File: src/rtl/hazard_pkg.sv
// Shared types for the pipeline hazard unit: forwarding selects, the load
// result-source encoding and the memory-wait FSM states.
package hazard_pkg;

  typedef enum logic [1:0] {
    FWD_RF = 2'b00,
    FWD_W  = 2'b01,
    FWD_M  = 2'b10
  } fwd_sel_e;

  localparam logic [1:0] RESULT_LOAD = 2'b01;

  typedef enum logic {
    RUN      = 1'b0,
    MEM_WAIT = 1'b1
  } hz_state_e;

endpackage

File: src/rtl/hazard_unit_forward_sel.sv
// Per-operand EX forwarding select: memory stage wins over writeback, and
// register 0 is never forwarded.
module forward_sel
  import hazard_pkg::*;
(
  input  logic [4:0] rs,
  input  logic [4:0] rd_m,
  input  logic [4:0] rd_w,
  input  logic       reg_write_m,
  input  logic       reg_write_w,
  output logic [1:0] sel
);

  fwd_sel_e sel_e;

  always_comb begin
    sel_e = FWD_RF;
    if (reg_write_m && (rd_m != 5'd0) && (rd_m == rs))
      sel_e = FWD_M;
    else if (reg_write_w && (rd_w != 5'd0) && (rd_w == rs))
      sel_e = FWD_W;
  end

  assign sel = sel_e;

endmodule

File: src/rtl/hazard_unit.sv
// Pipeline hazard unit: forwarding, load-use/branch stall-flush and a watchdog-
// guarded data-memory wait FSM. HAZARD_PERF_EN adds stall/flush counters.
//
// state    | meaning
// RUN      | normal flow; load-use and branch rules apply
// MEM_WAIT | data memory busy; whole pipe held until mem_ready or watchdog
module hazard_unit
  import hazard_pkg::*;
#(
  parameter int TO_WIDTH    = 8,
  parameter int MEM_TIMEOUT = 200
`ifdef HAZARD_PERF_EN
  ,
  parameter int DATA_WIDTH  = 32
`endif
) (
  input  logic                  clk,
  input  logic                  rst_n,
  input  logic [4:0]            rs1D,
  input  logic [4:0]            rs2D,
  input  logic [4:0]            rs1E,
  input  logic [4:0]            rs2E,
  input  logic [4:0]            RdE,
  input  logic [4:0]            RdM,
  input  logic [4:0]            RdW,
  input  logic [1:0]            ResultSrcE,
  input  logic                  RegWriteM,
  input  logic                  RegWriteW,
  input  logic                  PCSrcE,
  input  logic                  MemAccessM,
  input  logic                  mem_ready,
  output logic [1:0]            ForwardAE,
  output logic [1:0]            ForwardBE,
  output logic                  StallPC,
  output logic                  StallF,
  output logic                  StallD,
  output logic                  StallE,
  output logic                  StallM,
  output logic                  FlushF,
  output logic                  FlushD,
`ifdef HAZARD_PERF_EN
  output logic [DATA_WIDTH-1:0] stall_cycles,
  output logic [DATA_WIDTH-1:0] flush_events,
`endif
  output logic                  mem_timeout
);

  localparam logic [TO_WIDTH-1:0] TO_LAST = TO_WIDTH'(MEM_TIMEOUT - 1);

  hz_state_e           state;
  logic [TO_WIDTH-1:0] wd_cnt;
  logic                lu;
  logic                to_release;
  logic                mw;

  forward_sel u_fwd_a (
    .rs          (rs1E),
    .rd_m        (RdM),
    .rd_w        (RdW),
    .reg_write_m (RegWriteM),
    .reg_write_w (RegWriteW),
    .sel         (ForwardAE)
  );

  forward_sel u_fwd_b (
    .rs          (rs2E),
    .rd_m        (RdM),
    .rd_w        (RdW),
    .reg_write_m (RegWriteM),
    .reg_write_w (RegWriteW),
    .sel         (ForwardBE)
  );

  // Release cycles (mem_ready or watchdog) drop the wait stall in the same
  // cycle so a branch or load-use held in E can act immediately.
  always_comb begin
    lu         = (ResultSrcE == RESULT_LOAD) && (RdE != 5'd0) &&
                 ((RdE == rs1D) || (RdE == rs2D));
    to_release = (state == MEM_WAIT) && !mem_ready && (wd_cnt == TO_LAST);
    mw         = ((state == MEM_WAIT) || MemAccessM) && !mem_ready && !to_release;

    StallPC = 1'b0;
    StallF  = 1'b0;
    StallD  = 1'b0;
    StallE  = 1'b0;
    StallM  = 1'b0;
    FlushF  = 1'b0;
    FlushD  = 1'b0;
    if (mw) begin
      StallPC = 1'b1;
      StallF  = 1'b1;
      StallD  = 1'b1;
      StallE  = 1'b1;
      StallM  = 1'b1;
    end else if (PCSrcE) begin
      FlushF = 1'b1;
      FlushD = 1'b1;
    end else if (lu) begin
      StallPC = 1'b1;
      StallF  = 1'b1;
      FlushD  = 1'b1;
    end
  end

  always_ff @(posedge clk or negedge rst_n) begin
    if (!rst_n) begin
      state       <= RUN;
      wd_cnt      <= '0;
      mem_timeout <= 1'b0;
    end else begin
      case (state)
        RUN: begin
          wd_cnt <= '0;
          if (MemAccessM && !mem_ready)
            state <= MEM_WAIT;
        end
        MEM_WAIT: begin
          if (mem_ready) begin
            state  <= RUN;
            wd_cnt <= '0;
          end else if (to_release) begin
            state       <= RUN;
            wd_cnt      <= '0;
            mem_timeout <= 1'b1;
          end else begin
            wd_cnt <= wd_cnt + 1'b1;
          end
        end
        default: begin
          state  <= RUN;
          wd_cnt <= '0;
        end
      endcase
    end
  end

`ifdef HAZARD_PERF_EN
  always_ff @(posedge clk or negedge rst_n) begin
    if (!rst_n) begin
      stall_cycles <= '0;
      flush_events <= '0;
    end else begin
      if (StallPC && (stall_cycles != '1))
        stall_cycles <= stall_cycles + 1'b1;
      if (FlushF && (flush_events != '1))
        flush_events <= flush_events + 1'b1;
    end
  end
`endif

endmodule

File: config.mk
export PLATFORM = sky130hd
export DESIGN_NAME = hazard_unit
export DESIGN_NICKNAME = d
export VERILOG_FILES = /design/src/rtl/hazard_pkg.sv /design/src/rtl/hazard_unit_forward_sel.sv /design/src/rtl/hazard_unit.sv
export SDC_FILE = /design/constraint.sdc
export NUM_CORES = 1
export LEC_CHECK = 0
export BUFFER_PORTS_ARGS = -buffer_cell sky130_fd_sc_hd__buf_2
export CAP_MARGIN = 20
export CORE_ASPECT_RATIO = 1.1
export CORE_MARGIN = 4
export CORE_UTILIZATION = 25
export DETAILED_ROUTE_END_ITERATION = 12
export PLACE_DENSITY = 0.5
export SYNTH_ARGS = -nofsm -noshare
export SYNTH_HDL_FRONTEND = slang
export SYNTH_SLANG_ARGS = --single-unit
File: constraint.sdc
create_clock -name clk -period 2.7 [get_ports clk]
set_input_delay 0 -clock clk [delete_from_list [all_inputs] [get_ports clk]]
set_output_delay 0 -clock clk [all_outputs]
set_load 0.01 [all_outputs]
Word-level counts from Yosys, hierarchy flattened
Cells that the tools add are included.
Widths: inputs -> output; s select.
{"block": "word_totals", "reg_bits": 10, "in_bits": 44, "out_inout_bits": 12, "word_cells": 54}
{"block": "classes", "add_sub_neg": 1, "n_eq_ne": 8, "mux": 19, "bitwise_logic": 2, "reduce_logical": 21}
{"op": "$eq 5x5->1", "count": 6}
{"op": "$mux 8", "count": 2}
{"op": "$pmux 8 s2", "count": 1}
{"op": "$reduce_bool 5->1", "count": 3}
{"op": "$logic_and 1x1->1", "count": 13}
{"op": "$mux 1", "count": 13}
{"op": "$add 8x1->8 const B", "count": 1}
{"op": "$eq 8x8->1 const B", "count": 1}
{"op": "$mux 2", "count": 2}
{"op": "$reduce_and 3->1", "count": 1}
{"op": "$eq 2x1->1 const B", "count": 1}
{"op": "$logic_not 1->1", "count": 2}
{"op": "$logic_or 1x1->1", "count": 2}
{"op": "$not 1->1", "count": 2}
{"op": "$pmux 1 s2", "count": 1}

Depth between registers and ports, before layout
Gate-level depths: netlist (run 1).
{"block": "logic_depth", "word_depth": 6, "ltp_mapped": 6, "mapped_depth_nobuf": 5}

By module
A second synthesis (run 1) with hierarchy kept.
{"block": "hier_totals", "hier_cells": 108, "area_unflattened_um2": 983.4}
{"mod": "hazard_unit", "instances": 1, "cells_each": 68, "area_each_um2": 680.7, "seq_area_each_um2": 250.2}
{"mod": "forward_sel", "instances": 2, "cells_each": 20, "area_each_um2": 151.4, "seq_area_each_um2": 0.0}

Least setup slack after synthesis (run 1)
Ideal clock, no wire load.
{"block": "synth_path", "kind": "reg-to-output", "startpoint": "register wd_cnt[0]", "endpoint": "output port StallPC", "arrival_ns": 1.474, "required_ns": 2.700, "path_slack_ns": 1.226, "path_stages_with_launch": 6, "n_path_buf": 1, "path_cell_list": "dfrtp_1 ha_1 and4_1 a311o_1 o31ai_1 buf_4"}
{"block": "synth_via", "elab_chain_cells": 5}
{"item": "start, declared", "line_no": "hazard_unit.sv:51", "source": "logic [TO_WIDTH-1:0] wd_cnt;"}
{"item": "start signal, assigned", "line_no": "hazard_unit.sv:126", "source": "wd_cnt <= wd_cnt + 1'b1;"}
{"item": "$eq 8x8->1", "line_no": "hazard_unit.sv:79", "source": "to_release = (state == MEM_WAIT) && !mem_ready && (wd_cnt == TO_LAST);"}
{"item": "$logic_and 1x1->1", "line_no": "hazard_unit.sv:79"}
{"item": "$logic_not 1->1", "line_no": "hazard_unit.sv:80", "source": "mw = ((state == MEM_WAIT) || MemAccessM) && !mem_ready && !to_release;"}
{"item": "$logic_and 1x1->1", "line_no": "hazard_unit.sv:80"}
{"item": "$mux 1"}
{"item": "end, declared", "line_no": "hazard_unit.sv:34", "source": "output logic StallPC,"}
No other way between the ends.

Final worst setup path (run 1)
{"block": "layout_path", "startpoint": "register wd_cnt[0]", "endpoint": "output port FlushD"}
{"block": "layout_via", "elab_chain_cells": 5}
{"item": "$eq 8x8->1", "line_no": "hazard_unit.sv:79"}
{"item": "$logic_and 1x1->1", "line_no": "hazard_unit.sv:79"}
{"item": "$logic_not 1->1", "line_no": "hazard_unit.sv:80"}
{"item": "$logic_and 1x1->1", "line_no": "hazard_unit.sv:80"}
{"item": "$mux 1", "line_no": "hazard_unit.sv:89", "source": "if (mw) begin"}
{"item": "end, declared", "line_no": "hazard_unit.sv:40", "source": "output logic FlushD,"}
No other way between the ends.

==> qor.log, run 1 <==
[outcome] result of the run completed
[global_routing] vias in the first global route 927
[placement] Port Buf Inserts 55
[setup_path] maximum fanout encountered on the critical timing path 4
[timing] Setup-failing EPs final 0
[synthesis] dominant cell type by area after synthesis dfrtp_1
[layout] Syn-to-layout area delta 38.3%
[placement] half-perimeter wire length of the detailed placement result 2010 um
[layout] most frequent standard cell in the layout excluding fill and tap cells buf_2
[timing] total negative setup slack 0 ns
[detailed_routing] overall routed net length 2280 um
[setup_path] start point of the critical path wd_cnt[0]$_DFF_PN0_
[setup_path] register-to-register path setup slack 1.19 ns
[placement] cell area after placement 1200 um2
[synthesis] count of distinct cell types in the synthesized netlist 25
[layout] post-route design area 1230 um2
[layout] leading cell types in the layout, fill and taps excluded 55 x buf_2, 28 x xor2_1, 11 x nor2_1
[setup_path] critical path arrival 1.84 ns
[cts] hold-fix buffer count after cts 1
[floorplanning] Die ar. 4590 um2
[timing] slew of the pin with the lowest slew margin 0.436 ns
[cts] CTS tree yes
[floorplanning] die height 70.7 um
[setup_path] combined buffer and inverter count along the critical path 2
[global_routing] pin count of the biggest net entering global routing 11
[synthesis] average cell area after synthesis 8.83 um2
[detailed_routing] ratio of routed vias to standard cells 4.37
[global_routing] GRT Residual Overflow 0
[detailed_routing] average routed wire per standard cell 11.2 um
[global_routing] GRT Overall Usage 10.3%
[global_routing] first-pass GRT wire length 3750 um
[synthesis] count of warnings emitted by yosys 0
[detailed_routing] Antenna Nets Post-Route 0
[synthesis] proportion of synthesized flip-flops having asynchronous set or reset 100%
[synthesis] net count of the mapped netlist 146
[setup_path] endpoint of the most critical register-to-register path wd_cnt[7]$_DFF_PN0_
[synthesis] Synth Register Bits 10
[pwr] clock power share 27.8%
[timing] endpoints failing hold 0
[timing] RSZ-0062 raised after global routing no
[floorplanning] Die W 65.0 um
[timing] Post-Route Skew 0.00401 ns
[pwr] net switching component of the power 0.115 mW
[synthesis] Synth Flop Type dfrtp_1
[setup_path] slowest CP cell dfrtp_1
[setup_path] kind of cell adding the most delay to the critical path compound AO/OA/AOI/OAI gates
[detailed_routing] # DRC 0
[timing] maximum operating frequency 542 MHz
[synthesis] dominant cells by area after synthesis dfrtp_1 28%, xor2_1 27%, xnor2_1 7.9%, nor2_1 4.6%, or4_1 4.2%
[detailed_routing] Via Count 892
[cts] total clock sinks 10
[cts] clock tree root driver cell clkbuf_4
[floorplanning] cell row count 22
[global_routing] number of antenna violations at the first check in global routing 0
[layout] final cell count without fillers 204
[placement] number of placed instances, taps included 200
[timing] Period Utilization, post-route 68.3%
[setup_path] Crit path required time 2.70 ns
[cts] # resized after CTS 0
[setup_path] startpoint of the most critical register-to-register path wd_cnt[0]$_DFF_PN0_
[pwr] cell area power density 305 nW/um2
[setup_path] classification of the worst setup path reg -> out
[timing] clock period minus worst slack 1.84 ns
[flow_run] number of maximum-capacitance violations 0
[pwr] logic gate share of total power 31.4%
[layout] number of filler instances in the final layout 364
[cts] clock transition at the register clock pins on the worst setup and hold paths after CTS 0.07 ns
[synthesis] share of the synthesized area in the top cell type 28.1%
[pwr] share of power burned in registers 40.8%
[floorplanning] effective utilization at floorplan 26.3%
[worst_hold_path] class of the tightest hold or removal check in -> reg
[worst_hold_path] Worst Hold Launch mem_ready
[timing] worst max-slew margin expressed relative to the limit 70.7%
[cts] source-to-sink clock delay at the later pin of the worst-skew pair 0.27 ns
[cts] maximum level of the CTS H-tree 1
[layout] nets 203
[setup_path] kind of end point of the critical path output port
[setup_path] R2R depth 5
[synthesis] Syn Inst Count 101
[setup_path] cell chain of the critical path ha_1, and4_1, a311o_1, inv_1, o31ai_1, buf_2
[pwr] leakage dissipation 0.621 nW
[floorplanning] boundary pin count 56
[placement] placer's final routability congestion estimate 0.785
[cts] number of buffers inserted by post-CTS setup repair 0
[pwr] net switching share of the total power 30.5%
[worst_hold_path] Min-Delay Endpoint wd_cnt[2]$_DFF_PN0_
[synthesis] sequential element share of the synthesized area 28.1%
[worst_hold_path] cell depth of the worst min-delay path 4
[pwr] Peak supply drop 0.0877 mV
[synthesis] number of synthesized flops with an enable pin 0
[detailed_routing] Iteration-0 DRC Markers 33
[floorplanning] placeable core region 3390 um2
[synthesis] cell area after technology mapping 892 um2
[cts] Bufs on Longest Clock Path 2
[cts] Num CTS Buffers 3
[pwr] internal power component 0.262 mW
[layout] antenna diode count 0
[detailed_routing] length of the first detailed-routing pass in iterations 2
[timing] max-slew violation count 0
[layout] fraction of final layout cells sized beyond drive strength 1 39.7%
[setup_path] Worst Setup Start Kind flop
[setup_path] Largest stage delay, worst path 0.37 ns
## layer usage
| metal | vias up | global-route usage, % | share of wire (%) |
|---|---|---|---|
| met5 | - | 0 | 0 |
| met3 | 4 | 0.635 | 3.5 |
| met4 | 0 | 7.04 | 2.3 |
| li1 | 453 | - | - |
| met2 | 21 | 18.1 | 53 |
| met1 | 414 | 11.7 | 41 |
## cell families (layout without fill, tap and decap cells)
| family | count (synthesis) | after routing | synth area share (%) |
|---|---|---|---|
| simple gates | 37 | 37 | 23.4 |
| xor+xnor | 36 | 36 | 35.3 |
| flops | 10 | 10 | 28.1 |
| buf+inv | 9 | 64 | 5.05 |
| compound gates | 8 | 8 | 6.73 |
| fa+ha+maj | 1 | 1 | 1.40 |
## through the flow
stage          utilization, %  setup WS [ns]  power, mW  hold slack (ns)
2_1_floorplan               -           1.23      0.215           -0.296
3_5_place_dp             35.5           1.14      0.276           -0.123
5_1_grt                  36.4          0.684      0.401           0.0749
3_3_place_gp             35.5           1.22      0.273           -0.128
4_1_cts                  36.4          0.830      0.384           0.0394
6_report                 36.4          0.856      0.377           0.0508
## worst reg2reg max path, stage by stage (launching register included)
cell and delay [ns]:
dfrtp_1 0.40, ha_1 0.26, and4_1 0.20, and2_1 0.14
or2_1 0.31, nor2_1 0.13
## sequential cells by signal, indices dropped and copies added (netlist names)
signal / flops
wd_cnt: 8
mem_timeout: 1
state: 1
## cells in the mapped netlist, types with 2 or more instances
cell type / instances
nand3_1: 6
nand2_1: 2
nor4_2: 2
xnor2_1: 8
buf_4: 3
nor4_1: 2
xor2_1: 28
and3_1: 2
o21ai_1: 2
or4_1: 5
o31ai_1: 2
inv_1: 5
nor2_1: 11
nor3_1: 3
dfrtp_1: 10
## area by class of cell
| class | count | area [um2] | share of cell area (%) |
|---|---|---|---|
| Multi-Input combinational cell | 82 | 597 | 48.4 |
| Timing Repair Buffer | 56 | 285 | 23.1 |
| Sequential cell | 10 | 250 | 20.3 |
| Tap cell | 48 | 60.1 | 4.87 |
| Clock buffer | 3 | 22.5 | 1.83 |
| Inverter | 5 | 18.8 | 1.52 |
## how the worst max path moves through the flow
stage,end,slack (ns),cells after the start
after floorplan,StallPC,1.23,5
after global placement,FlushD,1.22,6
after detailed placement,FlushD,1.14,6
after CTS,FlushD,0.83,6
after global routing,FlushD,0.68,6
final,FlushD,0.86,6
## power by group through the flow
| stage | clock network (mW) | logic (mW) | registers [mW] |
|---|---|---|---|
| after CTS | 0.110 | 0.121 | 0.153 |
| after global placement | 0 | 0.117 | 0.156 |
| final | 0.105 | 0.118 | 0.154 |
| after floorplan | 0 | 0.0593 | 0.156 |
| after detailed placement | 0 | 0.119 | 0.156 |
| after global routing | 0.114 | 0.133 | 0.154 |
(Power assumes the default switching activity.)
==> inputs of run 2 (changes only) <==
==> constraint.sdc (replaced) <==
create_clock -name clk -period 1.7 [get_ports clk]
set_input_delay 0 -clock clk [delete_from_list [all_inputs] [get_ports clk]]
set_output_delay 0 -clock clk [all_outputs]
set_load 0.01 [all_outputs]
==> qor.log, run 2 (same netlist as run 1, synthesis figures left out) <==
[outcome] result of the run finished with violations
[outcome] violated checks negative setup slack
[detailed_routing] average routed wire per standard cell 11.6 um
[setup_path] register-to-register path setup slack 0.28 ns
[cts] total clock sinks 10
[timing] Setup-failing EPs final 1
[timing] maximum operating frequency 578 MHz
[detailed_routing] wire length the detailed router placed on met1 974 um
[setup_path] classification of the worst setup path reg -> out
[layout] final cell count without fillers 208
[timing] Worst Slack Setup Final -0.0293 ns
[global_routing] pin count of the biggest net entering global routing 11
[timing] Post-Route Skew 0.00314 ns
[global_routing] first-pass GRT wire length 4040 um
[pwr] share of power burned in registers 40.6%
[floorplanning] Die ar. 4590 um2
[layout] nets 207
[placement] number of placed instances, taps included 200
[setup_path] maximum fanout encountered on the critical timing path 4
[worst_hold_path] class of the tightest hold or removal check in -> reg
[floorplanning] effective utilization at floorplan 26.3%
[layout] antenna diode count 0
[pwr] leakage dissipation 0.640 nW
[timing] slew of the pin with the lowest slew margin 0.436 ns
[cts] Num CTS Buffers 3
[timing] Period Utilization, post-route 102%
[timing] endpoints failing hold 0
[setup_path] kind of end point of the critical path output port
[detailed_routing] overall routed net length 2400 um
[cts] CTS tree yes
[detailed_routing] ratio of routed vias to standard cells 4.48
[floorplanning] boundary pin count 56
[timing] worst max-slew margin expressed relative to the limit 70.7%
[layout] Top Registers wd_cnt (8), mem_timeout (1), state (1)
[layout] leading cell types in the layout, fill and taps excluded 55 x buf_2, 28 x xor2_1, 11 x nor2_1
[detailed_routing] Iteration-0 DRC Markers 19
[cts] Bufs on Longest Clock Path 2
[detailed_routing] Antenna Nets Post-Route 0
[timing] RSZ-0062 raised after global routing yes
[pwr] internal power component 0.421 mW
[cts] clock transition at the register clock pins on the worst setup and hold paths after CTS 0.06 ns
[detailed_routing] length of the first detailed-routing pass in iterations 4
[layout] Syn-to-layout area delta 44.2%
[placement] Port Buf Inserts 55
[floorplanning] placeable core region 3390 um2
[timing] clock period minus worst slack 1.73 ns
[placement] worst setup slack before clock tree synthesis 0.164 ns
[detailed_routing] DR top layer met4
[global_routing] GRT Residual Overflow 0
[global_routing] vias in the first global route 937
[floorplanning] Die W 65.0 um
[setup_path] critical path arrival 1.73 ns
[global_routing] GRT Overall Usage 10.7%
[floorplanning] cell row count 22
[global_routing] number of antenna violations at the first check in global routing 0
[detailed_routing] Via Count 931
[timing] max-slew violation count 0
[pwr] logic gate share of total power 32.7%
[flow_run] number of maximum-capacitance violations 0
[layout] Reg with most FFs wd_cnt
[pwr] cell area power density 468 nW/um2
[setup_path] Crit path required time 1.70 ns
[cts] clock tree root driver cell clkbuf_4
[setup_path] Worst Setup Start Kind flop
[placement] placer's final routability congestion estimate 0.787
[cts] source-to-sink clock delay at the later pin of the worst-skew pair 0.26 ns
[floorplanning] die height 70.7 um
[pwr] clock power share 26.7%
[detailed_routing] length of routed met3 wiring 104 um
[placement] half-perimeter wire length of the detailed placement result 2030 um
[pwr] net switching component of the power 0.182 mW
[detailed_routing] # DRC 0
[detailed_routing] length of routed met2 wiring 1270 um
[layout] flip-flop count of the largest register, all copies and words added 8
[layout] fraction of final layout cells sized beyond drive strength 1 43.8%
[pwr] Peak supply drop 0.157 mV
[pwr] net switching share of the total power 30.2%
[layout] most frequent standard cell in the layout excluding fill and tap cells buf_2
[cts] maximum level of the CTS H-tree 1
## run 2: cell type report
type / count / area, um2
multi-input cells: 82 / 619
flip-flops and latches: 10 / 250
inverters: 5 / 18.8
clock buffers: 3 / 22.5
fillers: 365 / 2100
well taps: 48 / 60.1
repair buffers: 60 / 315
## run 2: repair_timing
action | CTS | global route
setup endpoints to repair | 7 | 4
pin swaps | 3 | 3
gates resized for setup | 4 | 1
hold endpoints to repair | 10 | 0
buffers inserted | 1 | 3
hold buffers | 1 | 0
## run 2: power by group through the flow
| stage | logic [mW] | registers, mW | clock network (mW) |
|---|---|---|---|
| 6_report | 0.197 | 0.245 | 0.161 |
| 5_1_grt | 0.221 | 0.245 | 0.181 |
| 4_1_cts | 0.195 | 0.244 | 0.170 |
| 3_5_place_dp | 0.190 | 0.248 | 0 |
| 3_3_place_gp | 0.185 | 0.248 | 0 |
| 2_1_floorplan | 0.0942 | 0.248 | 0 |
## run 2: metal layers
layer | global-route usage (%) | vias up
li1 | - | 461
met1 | 13.4 | 433
met2 | 18.6 | 28
met3 | 0.635 | 9
met4 | 4.93 | 0
met5 | 0 | -
## run 2: stage by stage
stage / setup TNS (ns) / instance area (um2) / utilization, % / hold WS (ns) / total power [mW]
floorplan: 0 / 892 / - / -0.296 / 0.342
global placement: 0 / 1200 / 35.5 / -0.128 / 0.434
detailed placement: 0 / 1200 / 35.5 / -0.125 / 0.438
CTS: 0 / 1260 / 37.2 / 0.0452 / 0.610
global route: -0.350 / 1290 / 38.0 / 0.0848 / 0.648
finish: -0.0293 / 1290 / 38.0 / 0.0571 / 0.602
## run 2: worst max-delay path: stages, from the launching register on
cell and delay, ns:
dfrtp_1 0.41, ha_4 0.18, and4_1 0.17, a311o_1 0.37, nand2_1 0.12, o31ai_2 0.07
buf_2 0.14
## run 2: worst paths after layout
| check | start | end | cells past startpoint |
|---|---|---|---|
| worst max-delay path | wd_cnt[0]$_DFF_PN0_ | FlushD | 6 |
| worst min-delay path | mem_ready | wd_cnt[2]$_DFF_PN0_ | 4 |
| worst max register to register | wd_cnt[0]$_DFF_PN0_ | wd_cnt[7]$_DFF_PN0_ | 5 |
| worst min register to register | mem_timeout$_DFFE_PN0P_ | mem_timeout$_DFFE_PN0P_ | 1 |
| max in group asynchronous | rst_n | wd_cnt[6]$_DFF_PN0_ | 2 |
| min in group asynchronous | rst_n | wd_cnt[2]$_DFF_PN0_ | 2 |
==> inputs of run 3 (changes only) <==
--- a/config.mk
+++ b/config.mk
@@ -9,9 +9,10 @@
 export CAP_MARGIN = 20
 export CORE_ASPECT_RATIO = 1.1
 export CORE_MARGIN = 4
-export CORE_UTILIZATION = 25
+export CORE_UTILIZATION = 42
 export DETAILED_ROUTE_END_ITERATION = 12
-export PLACE_DENSITY = 0.5
+export PLACE_DENSITY = 0.77
+export SLEW_MARGIN = 20
 export SYNTH_ARGS = -nofsm -noshare
 export SYNTH_HDL_FRONTEND = slang
 export SYNTH_SLANG_ARGS = --single-unit
==> constraint.sdc (replaced) <==
create_clock -name clk -period 2.02 [get_ports clk]
set_input_delay 0 -clock clk [delete_from_list [all_inputs] [get_ports clk]]
set_output_delay 0 -clock clk [all_outputs]
set_load 0.01 [all_outputs]
==> qor.log, run 3 (same netlist as run 1, synthesis figures left out) <==
[detailed_routing] Iteration-0 DRC Markers 12
[timing] RSZ-0062 raised after global routing no
[flow_run] number of maximum-capacitance violations 0
[floorplanning] boundary pin count 56
[layout] leading cell types in the layout, fill and taps excluded 55 x buf_2, 28 x xor2_1, 11 x nor2_1
[setup_path] combined buffer and inverter count along the critical path 2
[layout] Top Registers wd_cnt (8), mem_timeout (1), state (1)
[timing] Setup-failing EPs final 0
[placement] half-perimeter wire length of the detailed placement result 1930 um
[pwr] leakage dissipation 0.628 nW
[setup_path] register-to-register path setup slack 0.52 ns
[setup_path] classification of the worst setup path reg -> out
[timing] Period Utilization, post-route 88.8%
[setup_path] Worst Setup Start Kind flop
[detailed_routing] # DRC 0
[timing] maximum operating frequency 558 MHz
[placement] placer's final routability congestion estimate 0.825
[global_routing] pin count of the biggest net entering global routing 11
[setup_path] cell chain of the critical path ha_1, and4_1, a311o_1, inv_1, o31ai_1, buf_2
[layout] Syn-to-layout area delta 37.0%
[timing] max-slew violation count 0
[pwr] cell area power density 438 nW/um2
[setup_path] maximum fanout encountered on the critical timing path 4
[detailed_routing] Via Count 893
[layout] antenna diode count 0
[cts] Bufs on Longest Clock Path 2
[setup_path] critical path arrival 1.79 ns
[worst_hold_path] class of the tightest hold or removal check in -> reg
[detailed_routing] ratio of routed vias to standard cells 4.83
[layout] flip-flop count of the largest register, all copies and words added 8
[cts] clock tree root driver cell clkbuf_4
[global_routing] first-pass GRT wire length 3610 um
[setup_path] slowest CP cell dfrtp_1
[cts] clock transition at the register clock pins on the worst setup and hold paths after CTS 0.06 ns
[global_routing] GRT Overall Usage 15.5%
[pwr] Peak supply drop 0.250 mV
[floorplanning] die height 56.3 um
[setup_path] Largest stage delay, worst path 0.40 ns
[setup_path] startpoint of the most critical register-to-register path wd_cnt[0]$_DFF_PN0_
[setup_path] kind of end point of the critical path output port
[placement] Port Buf Inserts 55
[worst_hold_path] Worst Hold Launch mem_ready
[floorplanning] Die W 51.9 um
[setup_path] endpoint of the most critical register-to-register path wd_cnt[5]$_DFF_PN0_
[detailed_routing] Antenna Nets Post-Route 0
[detailed_routing] average routed wire per standard cell 11.6 um
[layout] most frequent standard cell in the layout excluding fill and tap cells buf_2
[timing] Post-Route Skew 0.00247 ns
[setup_path] kind of cell adding the most delay to the critical path compound AO/OA/AOI/OAI gates
[global_routing] GRT Residual Overflow 0
[layout] fraction of final layout cells sized beyond drive strength 1 40.1%
[setup_path] R2R depth 5
[outcome] result of the run completed
[floorplanning] placeable core region 2020 um2
[timing] total negative setup slack 0 ns
[cts] source-to-sink clock delay at the later pin of the worst-skew pair 0.25 ns
[timing] endpoints failing hold 0
[timing] final hold slack 0.0601 ns
[layout] nets 203
[detailed_routing] length of the first detailed-routing pass in iterations 4
[setup_path] path length in cells of the critical path 6
[cts] Num CTS Buffers 3
[timing] worst max-slew margin expressed relative to the limit 68.4%
[worst_hold_path] cell depth of the worst min-delay path 4
[cts] total clock sinks 10
[cts] # resized after CTS 0
[global_routing] vias in the first global route 965
[worst_hold_path] Min-Delay Endpoint wd_cnt[2]$_DFF_PN0_
[floorplanning] effective utilization at floorplan 44.1%
[layout] Reg with most FFs wd_cnt
[floorplanning] cell row count 17
[timing] slew of the pin with the lowest slew margin 0.469 ns
[detailed_routing] overall routed net length 2150 um
[timing] clock period minus worst slack 1.79 ns
[floorplanning] Die ar. 2930 um2
[global_routing] number of antenna violations at the first check in global routing 0
[cts] maximum level of the CTS H-tree 1
[setup_path] Crit path required time 2.02 ns
[cts] CTS tree yes
run 3: layout make-up:
type | count | area (um2)
sequential | 10 | 250
tap | 28 | 35.0
clock buffer | 4 | 36.3
fill | 185 | 798
timing repair buffer | 56 | 285
inverter | 5 | 18.8
multi-input combinational | 82 | 597
run 3: worst max-delay path by stage:
stage / from / end
final: wd_cnt[0]$_DFF_PN0_ / FlushD
after floorplan: wd_cnt[0]$_DFF_PN0_ / StallPC
after global placement: wd_cnt[0]$_DFF_PN0_ / FlushD
after global routing: wd_cnt[0]$_DFF_PN0_ / FlushD
after detailed placement: wd_cnt[0]$_DFF_PN0_ / FlushD
after CTS: wd_cnt[0]$_DFF_PN0_ / FlushD
run 3: what timing repair did:
item / CTS / global route
setup buffers: 0 / 0
hold buffers: 1 / 0
hold endpoints to repair: 10 / 0
endpoints found under the setup margin: 0 / 0
run 3: layer usage:
metal | vias up | GRT usage (%) | share of wire [%]
met5 | - | 0 | 0
met4 | 0 | 4.49 | 0.74
met3 | 2 | 2.65 | 8.0
met2 | 42 | 31.1 | 56
met1 | 394 | 15.4 | 35
li1 | 455 | - | -
run 3: metrics by stage:
stage	setup slack (ns)	utilization (%)	cells	total power [mW]	area [um2]
floorplan	0.546	-	101	0.288	892
global placement	0.546	58.2	180	0.362	1180
detailed placement	0.474	58.2	180	0.368	1180
CTS	0.193	60.5	185	0.544	1220
global route	0.0280	60.5	185	0.568	1220
finish	0.227	60.5	185	0.535	1220
run 3: where the power goes:
group / switching, mW / total [mW] / leakage (nW) / internal [mW]
Sequential: 0.00232 / 0.205 / 0.138 / 0.203
Combinational: 0.0803 / 0.158 / 0.469 / 0.0780
Clock: 0.0625 / 0.172 / 0.0210 / 0.109
Total: 0.145 / 0.535 / 0.628 / 0.390
run 3: worst register-to-register path, cell delays in order, from the launching register on:
cell	delay, ns
dfrtp_1	0.40
ha_1	0.25
and4_1	0.20
and2_1	0.14
or2_1	0.31
nor2_1	0.13
